--- config.mk ---
export PLATFORM = sky130hd
export DESIGN_NAME = kronos_redirect
export DESIGN_NICKNAME = d
export VERILOG_FILES = /design/src/rtl/kronos_types.sv /design/src/rtl/kronos_redirect.sv
export SDC_FILE = /design/constraint.sdc
export NUM_CORES = 1
export LEC_CHECK = 0
export BUFFER_PORTS_ARGS = -buffer_cell sky130_fd_sc_hd__buf_2
export CORE_UTILIZATION = 45
export CTS_BUF_LIST = sky130_fd_sc_hd__clkbuf_8
export DETAILED_ROUTE_END_ITERATION = 10
export PLACE_DENSITY = 0.72
export SLEW_MARGIN = 10
export SYNTH_ARGS = -nofsm -noshare
export SYNTH_HDL_FRONTEND = slang
export SYNTH_SLANG_ARGS = --single-unit
--- constraint.sdc ---
create_clock -name clk -period 5.9 [get_ports clk]
set_clock_uncertainty 0.2 [all_clocks]
set_input_delay 0.59 -clock clk [delete_from_list [all_inputs] [get_ports clk]]
set_output_delay 0.59 -clock clk [all_outputs]
set_load 0.02 [all_outputs]
--- src/rtl/kronos_types.sv ---
`default_nettype none
// ============================================================================
// Module   : kronos_types
// Brief    : Shared types and constants for the Kronos control-flow logic.
// Revision : 1.0 - initial release
// ============================================================================
package kronos_types;

  typedef enum logic [1:0] {
    IDLE     = 2'd0,
    REDIRECT = 2'd1,
    TRAP     = 2'd2
  } redirect_state_e;

  // Low target bits that must be zero for a 32-bit aligned instruction fetch
  localparam logic [1:0] IALIGN_MASK = 2'b11;

endpackage
`default_nettype wire

--- src/rtl/kronos_redirect.sv ---
`default_nettype none
// ============================================================================
// Module   : kronos_redirect
// Brief    : Accepts resolved branch/jump outcomes and issues a fetch redirect
//            or a misaligned-target trap, squashing younger instructions.
// Revision : 1.0 - initial release
// ============================================================================
module kronos_redirect
  import kronos_types::*;
#(
  parameter int CATCH_MISALIGNED = 1,
  parameter int CNT_W            = 32
) (
  input  logic             clk,
  input  logic             rstz,
  input  logic             ex_vld,
  output logic             ex_rdy,
  input  logic             ex_branch,
  input  logic             ex_jump,
  input  logic [31:0]      ex_target,
  output logic             fe_vld,
  input  logic             fe_rdy,
  output logic [31:0]      fe_pc,
  output logic             flush,
  output logic             trap_vld,
  input  logic             trap_rdy,
  output logic [31:0]      trap_addr,
  output logic [CNT_W-1:0] taken_cnt
);

  redirect_state_e  r_state;
  logic             r_fe_vld;
  logic             r_trap_vld;
  logic             r_flush;
  logic [31:0]      r_fe_pc;
  logic [31:0]      r_trap_addr;
  logic [CNT_W-1:0] r_taken_cnt;

  logic w_taken;
  logic w_misaligned;

  assign w_taken      = ex_branch | ex_jump;
  assign w_misaligned = (CATCH_MISALIGNED != 0) &&
                        ((ex_target[1:0] & IALIGN_MASK) != 2'b00);

  // Ready depends on state only, so execute never sees a path from fetch/trap ready
  assign ex_rdy    = (r_state == IDLE);
  assign fe_vld    = r_fe_vld;
  assign trap_vld  = r_trap_vld;
  assign flush     = r_flush;
  assign fe_pc     = r_fe_pc;
  assign trap_addr = r_trap_addr;
  assign taken_cnt = r_taken_cnt;

  always_ff @(posedge clk or negedge rstz) begin
    if (!rstz) begin
      r_state     <= IDLE;
      r_fe_vld    <= 1'b0;
      r_trap_vld  <= 1'b0;
      r_flush     <= 1'b0;
      r_fe_pc     <= '0;
      r_trap_addr <= '0;
      r_taken_cnt <= '0;
    end else begin
      case (r_state)
        IDLE: begin
          if (ex_vld && w_taken) begin
            r_flush <= 1'b1;
            if (w_misaligned) begin
              r_state     <= TRAP;
              r_trap_vld  <= 1'b1;
              r_trap_addr <= ex_target;
            end else begin
              r_state     <= REDIRECT;
              r_fe_vld    <= 1'b1;
              r_fe_pc     <= ex_target;
              r_taken_cnt <= r_taken_cnt + CNT_W'(1);
            end
          end
        end
        REDIRECT: begin
          if (fe_rdy) begin
            r_state  <= IDLE;
            r_fe_vld <= 1'b0;
            r_flush  <= 1'b0;
          end
        end
        TRAP: begin
          if (trap_rdy) begin
            r_state    <= IDLE;
            r_trap_vld <= 1'b0;
            r_flush    <= 1'b0;
          end
        end
        default: begin
          r_state    <= IDLE;
          r_fe_vld   <= 1'b0;
          r_trap_vld <= 1'b0;
          r_flush    <= 1'b0;
        end
      endcase
    end
  end

endmodule
`default_nettype wire
# Word level (Yosys, flattened, before mapping)
# Index checks and enable logic that the tools add are counted.
# op_classes
n_reduce_logical,8
muxes,15
addsub,1
n_eq_ne,7
bitwise,4
# op_table
operator,n
32-bit by 1-bit adder with 32-bit output (second input constant),1
1-bit case mux with 3 select lines,3
3-bit AND reduction,3
2-bit two-way mux,4
4-bit AND reduction,2
1-bit two-way mux,7
2-bit inequality test (second input constant),3
2-bit case mux with 3 select lines,1
2-bit by 1-bit inequality test with 1-bit output (second input constant),2
1-bit inverter,3
2-bit by 1-bit == test with 1-bit output (second input constant),1
2-bit == test (second input constant),1
2-bit logical NOT,1
2-bit nonzero test,1
1-bit logical AND,1
1-bit bitwise OR,1
# word_totals
word_cells,42
ff_bits,101
output_inout_bits,100
in_bits,39

# Depth between registers and ports, before layout
# depth
word_depth,4
ltp_mapped,7
depth_no_buf,5

# Worst setup path before layout
# No wires, ideal clock.
# synth_path
path_type,register to register
from,register r_state[1]
to,register r_fe_pc[10] (netlist: fe_pc[10])
stages_incl_launch_ff,7
synth_period_minus_slack_ns,2.125
slack_ns,3.775
t_required_ns,5.575
arrival_ns,1.800
setup_time_ns,0.125
path_cell_list,dfrtp_1 -> or2_0 -> clkbuf_2 -> or4_1 -> buf_6 -> buf_12 -> mux2_4
# synth_between
elab_chain_len,2
# synth_rtl
item,line,rtl
"start, declared",kronos_redirect.sv:31,redirect_state_e r_state;
"start signal, assigned",kronos_redirect.sv:57,r_state <= IDLE;
"start signal, assigned",kronos_redirect.sv:70,r_state <= TRAP;
"start signal, assigned",kronos_redirect.sv:74,r_state <= REDIRECT;
2-bit logical NOT,kronos_redirect.sv:65,case (r_state)
3-bit AND reduction (no line),--,
"end signal, assigned",kronos_redirect.sv:76,r_fe_pc <= ex_target;
"end, declared",kronos_redirect.sv:35,logic [31:0] r_fe_pc;
# Every way passes these cells.
# A chain may end at the register's enable or synchronous reset.

# Worst setup path in the final report
# layout_path
from,register r_state[1]
to,register r_fe_pc[17] (netlist: fe_pc[17])
# The elaborated chain is that of the path after synthesis.

==> impl_metrics.prom <==
# TYPE chip_impl_metric gauge
chip_impl_info{name="status",value="finished with violations"} 1
chip_impl_info{name="violated_checks",value="DRC"} 1
chip_impl_info{name="worstHoldPathType",value="input pin to register"} 1
chip_impl_metric{name="final_core_util",unit=""} 0.5798
chip_impl_metric{name="drt_iter0_drcs",unit=""} 114
chip_impl_info{name="worstSetupPathType",value="register to register"} 1
chip_impl_metric{name="hpwl",unit="mm"} 5.864
chip_impl_metric{name="synthArstFlopShare",unit=""} 1.000
chip_impl_metric{name="drt-pass1-iter-count",unit=""} 10
chip_impl_metric{name="first_global_vias",unit=""} 2803
chip_impl_metric{name="ratio_of_final_minimum_period_to_clock_period",unit=""} 0.4653
chip_impl_metric{name="synth_top_cell_area_share",unit=""} 0.6064
chip_impl_info{name="synth_common_cells",value="101 x sky130_fd_sc_hd__dfrtp_1, 39 x sky130_fd_sc_hd__mux2_2, 29 x sky130_fd_sc_hd__xnor2_1"} 1
chip_impl_metric{name="preCtsSetupSlack",unit="ns"} 2.859
chip_impl_metric{name="clkTransAtPathRegs",unit="ns"} 0.11
chip_impl_metric{name="coreArea",unit="um^2"} 8848
chip_impl_metric{name="cts_inserted_buffers",unit=""} 9
chip_impl_info{name="critPathLaunchType",value="register"} 1
chip_impl_info{name="cpMaxStageDelayCell",value="sky130_fd_sc_hd__or4_2"} 1
chip_impl_metric{name="layout_setup_ws",unit="ns"} 3.155
chip_impl_metric{name="cp.buffers_inverters",unit=""} 0
chip_impl_metric{name="initial_antenna_violation_count",unit=""} 0
chip_impl_metric{name="cp_data_required_time",unit="ns"} 5.94
chip_impl_metric{name="cp_slowest_stage_delay",unit="ns"} 1.16
chip_impl_metric{name="maxClockFrequency",unit="MHz"} 364.3
chip_impl_info{name="yosys-top-cells-area",value="sky130_fd_sc_hd__dfrtp_1 61%, sky130_fd_sc_hd__mux2_2 11%, sky130_fd_sc_hd__mux2_4 8.6%"} 1
chip_impl_metric{name="dpl_cell_area",unit="um^2"} 4930
chip_impl_metric{name="post_synth_num_cell_types",unit=""} 28
chip_impl_metric{name="post_route_cells_drive_above_1_share",unit=""} 0.5126
chip_impl_info{name="setup_repair_after_global_routing_missed_its_margin",value="false"} 1
chip_impl_metric{name="gpl.final_weighted_congestion",unit=""} 0.8017
chip_impl_metric{name="cts.repair.resized",unit=""} 0
chip_impl_metric{name="synth_nets",unit=""} 330
chip_impl_metric{name="synth_cells",unit=""} 290
chip_impl_metric{name="maxCapViolations",unit=""} 0
chip_impl_metric{name="seq_area",unit="um^2"} 2527
chip_impl_metric{name="layout.cell_area.non_filler",unit="um^2"} 5130
chip_impl_metric{name="tritoncts_sink_count",unit=""} 101
chip_impl_metric{name="synth_enable_flop_cells",unit=""} 0
chip_impl_info{name="worstPathCellList",value="or2_0, or4_2, mux2_4"} 1
chip_impl_metric{name="final_hold_fails",unit=""} 0
chip_impl_metric{name="drc_errors",unit=""} 12
chip_impl_metric{name="power.switching",unit="uW"} 694.4
chip_impl_info{name="path_delay_family",value="simple AND/OR/NAND/NOR gates"} 1
chip_impl_metric{name="fillCellCount",unit=""} 743
chip_impl_metric{name="grt_first_pass_wirelength",unit="mm"} 13.77
chip_impl_metric{name="setup_viol",unit=""} 0
chip_impl_metric{name="fp.dieArea",unit="um^2"} 9650
chip_impl_metric{name="drt_wl_total",unit="mm"} 8.339
chip_impl_metric{name="die_h",unit="um"} 98.24
chip_impl_metric{name="period_minus_slack",unit="ns"} 2.745
chip_impl_info{name="cts.root.buffer_cell",value="sky130_fd_sc_hd__clkbuf_8"} 1
chip_impl_metric{name="floorplan.die.width",unit="um"} 98.24
chip_impl_metric{name="postSynthRegisterBits",unit=""} 101
chip_impl_metric{name="vdd_drop_max",unit="mV"} 0.1953
chip_impl_metric{name="layoutNonFillerInstCount",unit=""} 545
chip_impl_info{name="critical_path.endpoint_type",value="register"} 1
chip_impl_metric{name="maximum_number_of_pins_on_one_net_before_global_route_repair",unit=""} 84
chip_impl_metric{name="port-buffer-count",unit=""} 138
chip_impl_metric{name="critical_path_peak_fanout",unit=""} 37
chip_impl_info{name="synth_most_common_cell",value="sky130_fd_sc_hd__dfrtp_1"} 1
chip_impl_metric{name="setup-tns-final",unit="ns"} 0
chip_impl_metric{name="seq_power_share",unit=""} 0.473
chip_impl_metric{name="relSlewSlack",unit=""} 0.2851
chip_impl_metric{name="diodes",unit=""} 0
chip_impl_metric{name="area_delta_synth_final",unit="%"} 23.09
chip_impl_metric{name="global_route.overflow_total",unit=""} 0
chip_impl_metric{name="vias_per_cell",unit=""} 5.127
chip_impl_metric{name="postRouteAntennaNets",unit=""} 0
chip_impl_metric{name="clock_insertion_delay_worst_skew",unit="ns"} 0.36
chip_impl_info{name="tritoncts",value="yes"} 1
chip_impl_metric{name="share_clk_of_total_power",unit=""} 0.210
chip_impl_metric{name="cellInternalPower",unit="mW"} 1.302
chip_impl_metric{name="routed_wire_length_per_instance",unit="um"} 15.30
chip_impl_metric{name="combPwrFrac",unit=""} 0.318
chip_impl_metric{name="dp.cells",unit=""} 528
chip_impl_metric{name="power.density_cell_area",unit="nW/um^2"} 389.2
chip_impl_metric{name="htree_levels",unit=""} 3
chip_impl_metric{name="multiInputGateArea",unit="um^2"} 1529
chip_impl_metric{name="post-cts-setup-buffer-count",unit=""} 0
chip_impl_metric{name="overall_via_count_from_detail_route",unit=""} 2794
chip_impl_metric{name="power.total",unit="mW"} 1.997
chip_impl_metric{name="yosys_warnings",unit=""} 0
chip_impl_metric{name="cts_max_path_buffers",unit=""} 2
chip_impl_metric{name="global_route.usage.total",unit=""} 0.1816
chip_impl_metric{name="worst_pin_slew",unit="ns"} 1.067
chip_impl_metric{name="avgSynthCellArea",unit="um^2"} 14.37
chip_impl_info{name="post-synth-top-area-cell",value="sky130_fd_sc_hd__dfrtp_1"} 1
chip_impl_metric{name="synth.yosys.seq_area_share",unit=""} 0.6064
chip_impl_metric{name="final.hold.worst_slack",unit="ns"} 0.2604
chip_impl_info{name="yosys_most_used_dff",value="sky130_fd_sc_hd__dfrtp_1"} 1
chip_impl_metric{name="total_leakage_power",unit="nW"} 2.583
chip_impl_metric{name="post_synth_instance_area",unit="um^2"} 4168
chip_impl_metric{name="placement_rows",unit=""} 34
chip_impl_metric{name="floorplan.initialDensity",unit=""} 0.4710
chip_impl_metric{name="slew_viol_final",unit=""} 0
chip_impl_metric{name="num_io_pins",unit=""} 139
chip_impl_metric{name="critPathArrivalTime",unit="ns"} 2.79
chip_impl_metric{name="netSwitchingFraction",unit=""} 0.3478
chip_impl_metric{name="finish.net_count",unit=""} 472
path summary, 6_finish.rpt:
kind                       cells after the start  slack [ns]                        end                 startpoint
setup / recovery                               3        3.15      fe_pc[17]$_DFFE_PN0P_     r_state[1]$_DFFE_PN0P_
min in group asynchronous                      2        0.45  trap_addr[22]$_DFFE_PN0P_                       rstz
hold / removal                                 2        0.26   trap_addr[5]$_DFFE_PN0P_               ex_target[5]
hold reg to reg                                1        0.28  taken_cnt[31]$_DFFE_PN0P_  taken_cnt[31]$_DFFE_PN0P_
max in group asynchronous                      3        3.74  taken_cnt[17]$_DFFE_PN0P_                       rstz
setup reg to reg                               3        3.15      fe_pc[17]$_DFFE_PN0P_     r_state[1]$_DFFE_PN0P_
power by group through the flow:
stage	registers (mW)	logic (mW)	clock network (mW)
floorplan	1.15	0.210	0
global placement	0.952	0.629	0
detailed placement	0.959	0.641	0
CTS	0.945	0.643	0.434
global route	0.967	0.675	0.463
finish	0.944	0.634	0.419
layout by cell type, fill, tap and decap left out, types with 7 or more instances in the layout:
| master | count |
|---|---|
| sky130_fd_sc_hd__mux2_2 | 39 |
| sky130_fd_sc_hd__nand3_1 | 13 |
| sky130_fd_sc_hd__dfrtp_1 | 101 |
| sky130_fd_sc_hd__xnor2_1 | 29 |
| sky130_fd_sc_hd__nor2_1 | 7 |
| sky130_fd_sc_hd__buf_2 | 137 |
| sky130_fd_sc_hd__clkbuf_8 | 10 |
| sky130_fd_sc_hd__nand2_1 | 9 |
| sky130_fd_sc_hd__nand4_1 | 19 |
| sky130_fd_sc_hd__mux2_4 | 24 |
routing by layer:
layer,up-vias,wire (um),global-route usage
li1,1304,-,-
met3,13,641,0.04653
met5,-,0,0
met1,1371,3633,0.2377
met4,0,140,0.08152
met2,106,3923,0.2860
timing repair:
| item | in CTS | in global routing |
|---|---|---|
| endpoints found under the hold margin | 18 | 0 |
| endpoints found under the setup margin | 0 | 0 |
| hold buffers | 1 | 0 |
sequential cells by signal (all words and copies together) (netlist names):
name and cells:
flush 1, taken_cnt 32, trap_vld 1, trap_addr 32
fe_pc 32, r_state 2, fe_vld 1
worst reg2reg max path: cells and delay by family, from the launching register on:
kind | cells | cell delay (ns)
flops | 1 | 0.43
mux | 1 | 0.50
simple gates | 2 | 1.50
area by class of cell:
type / instances / share of cell area
multi-input combinational: 172 / 0.2980
sequential: 101 / 0.4927
tap: 108 / 0.02634
inverter: 6 / 0.004390
timing repair buffer: 142 / 0.1415
clock buffer: 10 / 0.02683
clock inverter: 6 / 0.01024
cells by family after synthesis:
group	Yosys count	synth area share
flip-flops	101	0.6064
AND/OR/NAND/NOR	68	0.09306
multiplexers	63	0.1918
XOR/XNOR	31	0.06515
buffers and inverters	17	0.02852
AO/OA/AOI/OAI	9	0.01201
adder cells (fa/ha/maj)	1	0.003002
No activity file was read; power rests on OpenSTA's default activity.
